[config.mk]
export PLATFORM = sky130hd
export DESIGN_NAME = mem_arbiter
export DESIGN_NICKNAME = d
export VERILOG_FILES = /design/src/rtl/mem_arbiter.sv
export SDC_FILE = /design/constraint.sdc
export NUM_CORES = 1
export LEC_CHECK = 0
export ABC_AREA = 1
export ABC_CLOCK_PERIOD_IN_PS = 3900
export BUFFER_PORTS_ARGS = -buffer_cell sky130_fd_sc_hd__buf_2
export CAP_MARGIN = 20
export CORE_UTILIZATION = 33
export CTS_CLUSTER_DIAMETER = 80
export DETAILED_ROUTE_END_ITERATION = 12
export GPL_TIMING_DRIVEN = 0
export PLACE_DENSITY_LB_ADDON = 0.2
export RECOVER_POWER = 25
export SLEW_MARGIN = 5
export SYNTH_ARGS = -nofsm -noshare
export SYNTH_HDL_FRONTEND = slang
export SYNTH_SLANG_ARGS = --single-unit
[constraint.sdc]
create_clock -name clk -period 3.9 [get_ports clk]
set_input_delay 0.39 -clock clk [delete_from_list [all_inputs] [get_ports clk]]
set_output_delay 0.39 -clock clk [all_outputs]
set_load 0.005 [all_outputs]
[src/rtl/mem_arbiter.sv]
// Shares one memory port between an instruction-fetch master and a data master.
// Data normally wins; a streak counter guarantees a waiting fetch is served eventually.
module mem_arbiter #(
    parameter int STARVE_LIMIT = 4,
    parameter int TIMEOUT      = 255
) (
    input  logic        clk,
    input  logic        rst,
    // fetch master
    input  logic        if_req,
    input  logic [31:0] if_addr,
    input  logic        if_flush,
    output logic [31:0] if_rdata,
    output logic        if_ack,
    output logic        if_stall,
    // data master
    input  logic        d_req,
    input  logic        d_we,
    input  logic [1:0]  d_op,
    input  logic [31:0] d_addr,
    input  logic [31:0] d_wdata,
    output logic [31:0] d_rdata,
    output logic        d_ack,
    output logic        d_stall,
    // shared memory port
    output logic        mem_req,
    output logic        mem_we,
    output logic [1:0]  mem_op,
    output logic [31:0] mem_addr,
    output logic [31:0] mem_wdata,
    input  logic        mem_ready,
    input  logic [31:0] mem_rdata,
    output logic        bus_err
);

    localparam int STREAK_W = ($clog2(STARVE_LIMIT + 1) > 3) ? $clog2(STARVE_LIMIT + 1) : 3;
    localparam int WDOG_W   = ($clog2(TIMEOUT) > 8) ? $clog2(TIMEOUT) : 8;
    // Fetches are always full-word reads.
    localparam logic [1:0] FETCH_OP = 2'b10;

    typedef enum logic [1:0] {
        IDLE    = 2'd0,
        BUSY_IF = 2'd1,
        BUSY_D  = 2'd2
    } state_t;

    state_t              state_q, state_d;
    logic [STREAK_W-1:0] streak_q;
    logic [WDOG_W-1:0]   wdog_q;
    logic                drop_q;

    logic        busy;
    logic        starve;
    logic        grant_if;
    logic        grant_d;
    logic        timeout_hit;
    logic        done;
    logic [31:0] resp_data;

    // A flush in the arbitration cycle makes the fetch ineligible for that cycle.
    assign starve      = (streak_q == STREAK_W'(STARVE_LIMIT));
    assign grant_if    = (state_q == IDLE) && if_req && !if_flush && (!d_req || starve);
    assign grant_d     = (state_q == IDLE) && d_req && !grant_if;
    assign busy        = (state_q != IDLE);
    assign timeout_hit = busy && !mem_ready && (wdog_q == WDOG_W'(TIMEOUT - 1));
    assign done        = busy && (mem_ready || timeout_hit);
    assign resp_data   = mem_ready ? mem_rdata : 32'h0;

    assign mem_req  = busy;
    assign if_stall = if_req && !if_ack;
    assign d_stall  = d_req && !d_ack;

    // NOTE: every output of this block gets a default first, so no path can infer a latch.
    always_comb begin
        state_d  = state_q;
        if_ack   = 1'b0;
        d_ack    = 1'b0;
        if_rdata = 32'h0;
        d_rdata  = 32'h0;
        case (state_q)
            IDLE: begin
                if (grant_if) begin
                    state_d = BUSY_IF;
                end else if (grant_d) begin
                    state_d = BUSY_D;
                end
            end
            BUSY_IF: begin
                if (done) begin
                    state_d = IDLE;
                    if (!(drop_q || if_flush)) begin
                        if_ack   = 1'b1;
                        if_rdata = resp_data;
                    end
                end
            end
            BUSY_D: begin
                if (done) begin
                    state_d = IDLE;
                    d_ack   = 1'b1;
                    d_rdata = resp_data;
                end
            end
            default: state_d = IDLE;
        endcase
    end

    // NOTE: sequential state uses non-blocking assignments so every flop samples pre-edge values.
    always_ff @(posedge clk or negedge rst) begin
        if (!rst) begin
            state_q <= IDLE;
        end else begin
            state_q <= state_d;
        end
    end

    always_ff @(posedge clk or negedge rst) begin
        if (!rst) begin
            mem_we    <= 1'b0;
            mem_op    <= 2'b00;
            mem_addr  <= 32'h0;
            mem_wdata <= 32'h0;
        end else if (grant_if) begin
            mem_we    <= 1'b0;
            mem_op    <= FETCH_OP;
            mem_addr  <= if_addr;
            mem_wdata <= 32'h0;
        end else if (grant_d) begin
            mem_we    <= d_we;
            mem_op    <= d_op;
            mem_addr  <= d_addr;
            mem_wdata <= d_wdata;
        end
    end

    // Counts data grants handed out while a fetch was waiting; saturates at the limit.
    always_ff @(posedge clk or negedge rst) begin
        if (!rst) begin
            streak_q <= '0;
        end else if (state_q == IDLE) begin
            if (!if_req || grant_if) begin
                streak_q <= '0;
            end else if (grant_d && !starve) begin
                streak_q <= streak_q + STREAK_W'(1);
            end
        end
    end

    // Held at zero outside BUSY, so it always starts from zero on entry.
    always_ff @(posedge clk or negedge rst) begin
        if (!rst) begin
            wdog_q <= '0;
        end else if (!busy || done) begin
            wdog_q <= '0;
        end else begin
            wdog_q <= wdog_q + WDOG_W'(1);
        end
    end

    always_ff @(posedge clk or negedge rst) begin
        if (!rst) begin
            drop_q <= 1'b0;
        end else if (state_q != BUSY_IF || done) begin
            drop_q <= 1'b0;
        end else if (if_flush) begin
            drop_q <= 1'b1;
        end
    end

    always_ff @(posedge clk or negedge rst) begin
        if (!rst) begin
            bus_err <= 1'b0;
        end else if (timeout_hit) begin
            bus_err <= 1'b1;
        end
    end

    a_single_ack: assert property (@(posedge clk) disable iff (!rst)
        !(if_ack && d_ack));

    a_cmd_hold: assert property (@(posedge clk) disable iff (!rst)
        (mem_req && !done) |=> (mem_req && $stable(mem_addr) && $stable(mem_we)));

endmodule

# After elaboration in Yosys (flattened, before gate mapping)
# Index checks and enable logic that the tools add are counted.
[word_totals] register_bits=82 latchBits=0 ram_bits=0 romBits=0 in_bits=137 memories=0
[classes] n_addsub=2 n_mul=0 n_div=0 order_cmp=0 n_eq_ne=7 n_shift=0 muxes=28 bitwise=0 n_reduce_logical=34
[op_table] operator="32-bit 2-to-1 mux" count=10
[op_table] operator="1-bit logical AND" count=11
[op_table] operator="2-bit 2-to-1 mux" count=5
[op_table] operator="1-bit zero test" count=9
[op_table] operator="1-bit 2-to-1 mux" count=9
[op_table] operator="8-bit by 1-bit adder with 8-bit output (second input constant)" count=1
[op_table] operator="8-bit equality test (second input constant)" count=1
[op_table] operator="8-bit 2-to-1 mux" count=1
[op_table] operator="2-bit nonzero test" count=4
[op_table] operator="1-bit logical OR" count=6
[op_table] operator="3-bit 2-to-1 mux" count=2
[op_table] operator="2-bit by 1-bit inequality test with 1-bit output (second input constant)" count=2
[op_table] operator="2-bit case mux with 2 select lines" count=1
[op_table] operator="2-bit AND reduction" count=2
[op_table] operator="3-bit by 1-bit adder with 3-bit output (second input constant)" count=1
[op_table] operator="3-bit equality test (second input constant)" count=1
[op_table] operator="3-bit inequality test (second input constant)" count=1
[op_table] operator="2-bit by 1-bit equality test with 1-bit output (second input constant)" count=1
[op_table] operator="2-bit equality test (second input constant)" count=1
[op_table] operator="2-bit zero test" count=1
[op_table] operator="2-bit OR reduction" count=1

# Longest topological paths before layout
[depth] word_depth=9 depth_mapped=12 mapped_depth_nobuf=11

# Least setup slack after synthesis
# OpenSTA, ideal clock, no wires.
[synth_timing] path_kind="register to output" from="register state_q[0]" to="output if_rdata[23]" t_arrival_ns=1.517 slack_ns=1.993 stages_incl_launch_ff=12 path_buffers=2 cell_sequence="dfrtp_1 inv_1 ha_1 buf_4 nor2_2 nand3_2 nand2_2 nand2_4 nor2_8 inv_4 buf_8 nor2_2"
[synth_via] elab_chain_len=7
[synth_lines] item="start: declaration" line_no="47" rtl="state_t state_q, state_d;"
[synth_lines] item="start signal: assignment" line_no="113" rtl="state_q <= state_d;"
[synth_lines] item="2-bit nonzero test" line_no="64" rtl="assign busy = (state_q != IDLE);"
[synth_lines] item="1-bit logical AND (2 in a row)" line_no="65" rtl="assign timeout_hit = busy && !mem_ready && (wdog_q == WDOG_W'(TIMEOUT - 1));"
[synth_lines] item="1-bit logical OR" line_no="66" rtl="assign done = busy && (mem_ready || timeout_hit);"
[synth_lines] item="1-bit logical AND" line_no="66"
[synth_lines] item="32-bit 2-to-1 mux" line_no="89" rtl="if (done) begin"
[synth_lines] item="32-bit 2-to-1 mux (*)" line_no="80" rtl="case (state_q)"
[synth_lines] item="end: declaration" line_no="13" rtl="output logic [31:0] if_rdata,"
# Mark *: on every way between the ends. The rest lies on a longest branch, timed or not.

# Final worst setup path
[layout_timing] from="register state_q[0]" to="output if_rdata[14]"
# Same word-level chain as after synthesis.

==> metrics <==
Num CTS Buffers 9; delay-heaviest family, CP simple AND/OR/NAND/NOR gates; CP endpoint if_rdata[14]; DRC errors left 0; worst reg-to-reg path cell count 10; warnings from Yosys 0; grt peak-use layer met2; cts hold-fix bufs 1; GR Util met3 0.06642; RSZ-0062 raised after global routing false; Worst Path Arrival 2.08 ns; fin util 0.4891; TritonRoute pass-1 iters 6; global-route wire length before repair 20.33 mm; Clock Sink Count 82; nets 968; Critical Path End Type output pin; complex-gate fraction of the synthesized area 0.008230; number of antenna violations at the first check in global routing 0; Slew Viols, Final 29; total grt overflow 0; CTS tree yes; Critical Path Source state_q[0]; CP Buf/Inv Count 5; minimum clock period 2.468 ns; HP Class primary input to flop; most used cell, CP nor2_2; simple logic cell fraction of the synthesized area 0.4142; met1 Usage GRT 0.2243; die area 13,360 µm²; vias in the first global route 4,186; reg2reg start state_q[0]; post-synth top area share 0.4821; cell taking the most area after synthesis dfrtp_1; most common cell after layout, fill and taps aside buf_2; status complete, but fails checks; xor/xnor cell area share of the yosys netlist 0.002058; Final Hold Vio Count 0; M2 GR Usage 0.3561; Starting Density 0.3373; Synth area leaders dfrtp_1 (48%), nand2_1 (17%), nand3_1 (12%); Max Cap Viol 1; register area share after synthesis 0.4821; worst slew pin tran 1.696 ns; Multi-input gate area 1894 µm²; register area 2052 µm²; Mapped Cells 539; core area 12,620 µm²; FILL cells 1,345; critical path type flop to output pin; mapped cell area 4257 µm²; postcts setup bufs 0; DR vias 4,512; synthesized area per cell 7.897 µm²; Tcrit/Tclk final 0.6329; Leak Pwr 3.503 nW; worst vdd ir 0.0003233 V; Routed WL 13.39 mm; n_diodes 0; Layout area overhead 45.00%; post-synth cell types 30; die width 115.6 µm; initial DRC count 169; gr usage total 0.2000; # port buffers 272; final setup violation count 0; CP max FO 10; multiplexer share of the synthesized area 0; largest family of logic cells by synthesized area simple AND/OR/NAND/NOR gates; TNS Setup 0 ns; critical-path cell list inv_1, ha_1, buf_4, nor2_2, nand3_2, nand2_2, nand2_4, nor2_8, inv_4, buf_6, nor2_2, buf_2; IO Pins 274; placer congestion estimate 0.7568; htree depth 3; failing checks max-capacitance violations, max-slew violations; Worst-path clk slew 0.06 ns; Root Driver clkbuf_16; DP HPWL 10.54 mm; Worst-Skew Late Latency 0.34 ns; DR vias/cell 4.507; Die Span Y 115.6 µm; worst reg2reg setup slack 1.96 ns; PD cells 616.7 nW/µm²; PostCTS Resize Cnt 0; WL/cell 13.37 µm; slowest cell on the critical path dfrtp_1; Setup Skew 0.008626 ns; Crit path largest cell delay 0.37 ns; Reg-to-Reg End mem_addr[25]; syn nets 683; Rows 41; synthesized flop and latch total 82; adder-cell share of the synthesized area 0.02058; largest net degree at the start of global routing 55; Final ANT Viol Nets 0; startpoint types flop; Max clock buf depth 2; WP depth 12; WP data required 3.51 ns; fmax 405.2 MHz; most frequent cells in the layout buf_2 (272), nand2_1 (192), nand3_1 (103); worst rel slew slack -0.1307; fraction of layout cells with a size suffix above 1 0.4150
per-layer routing:
| layer | vias to the layer above | share of wire | wire, µm |
|---|---|---|---|
| met2 | 190 | 0.50 | 6686 |
| li1 | 2278 | - | - |
| met1 | 2031 | 0.40 | 5305 |
| met4 | 0 | 0.014 | 186 |
| met3 | 13 | 0.090 | 1209 |
| met5 | - | 0 | 0 |
cells by family after synthesis:
group | count (synthesis)
compound gates | 7
xor+xnor | 1
simple gates | 387
flops | 82
fa+ha+maj | 7
buf+inv | 55
cells in the mapped netlist (all sizes together):
| library cell | count |
|---|---|
| nor3b | 3 |
| buf | 23 |
| nor3 | 4 |
| nand4 | 2 |
| a21oi | 5 |
| inv | 20 |
| o21ai | 2 |
| xor2 | 1 |
| nand2 | 196 |
| nor2 | 75 |
| nand3 | 104 |
| nor4 | 1 |
| and3 | 1 |
| clkbuf | 12 |
| or2 | 1 |
| ha | 7 |
| dfrtp | 82 |
tightest hold or removal path: stages:
cell and delay (ns):
buf_2 0.07, nand2_1 0.04, nand2_1 0.04
final cells by class:
cell class	instances	area share
flip-flops and latches	82	0.3325
multi-input cells	402	0.3069
repair buffers	274	0.2248
clock buffers	12	0.03831
plain buffers	35	0.03771
well taps	172	0.03487
inverters	20	0.01257
clock inverters	4	0.01237
report_power, final:
group | internal (mW) | switching (mW)
clock network | 0.563 | 0.335
logic | 0.644 | 0.835
registers | 1.23 | 0.204
total | 2.43 | 1.37
sequential cells by signal (all words and copies together), names as in the netlist:
signal,count
mem_addr,32
mem_wdata,32
wdog_q,8
streak_q,3
mem_op,2
state_q,2
bus_err,1
drop_q,1
mem_we,1
through the flow:
| stage | instance area [µm²] | hold WS [ns] | setup WS (ns) | instances | total power [mW] |
|---|---|---|---|---|---|
| final | 6172 | 0.2452 | 1.432 | 1001 | 3.806 |
| after global routing | 6172 | 0.2364 | 1.246 | 1001 | 4.118 |
| after CTS | 6186 | 0.2306 | 1.391 | 1001 | 3.871 |
| after detailed placement | 5863 | 0.3528 | 1.756 | 984 | 2.953 |
| after global placement | 5833 | 0.4447 | 1.713 | 983 | 2.931 |
| after floorplan | 4257 | 0.09441 | 1.993 | 539 | 2.241 |
worst min path at each step:
stage,startpoint,to,depth (start not counted),slack (ns)
global route,d_wdata[18],mem_wdata[18],3,0.24
floorplan,rst,bus_err,0,0.09
CTS,d_wdata[15],mem_wdata[15],3,0.23
detailed placement,rst,mem_wdata[27],1,0.35
finish,d_wdata[21],mem_wdata[21],3,0.25
global placement,bus_err,bus_err,2,0.44
No activity file was read; power rests on OpenSTA's default activity.
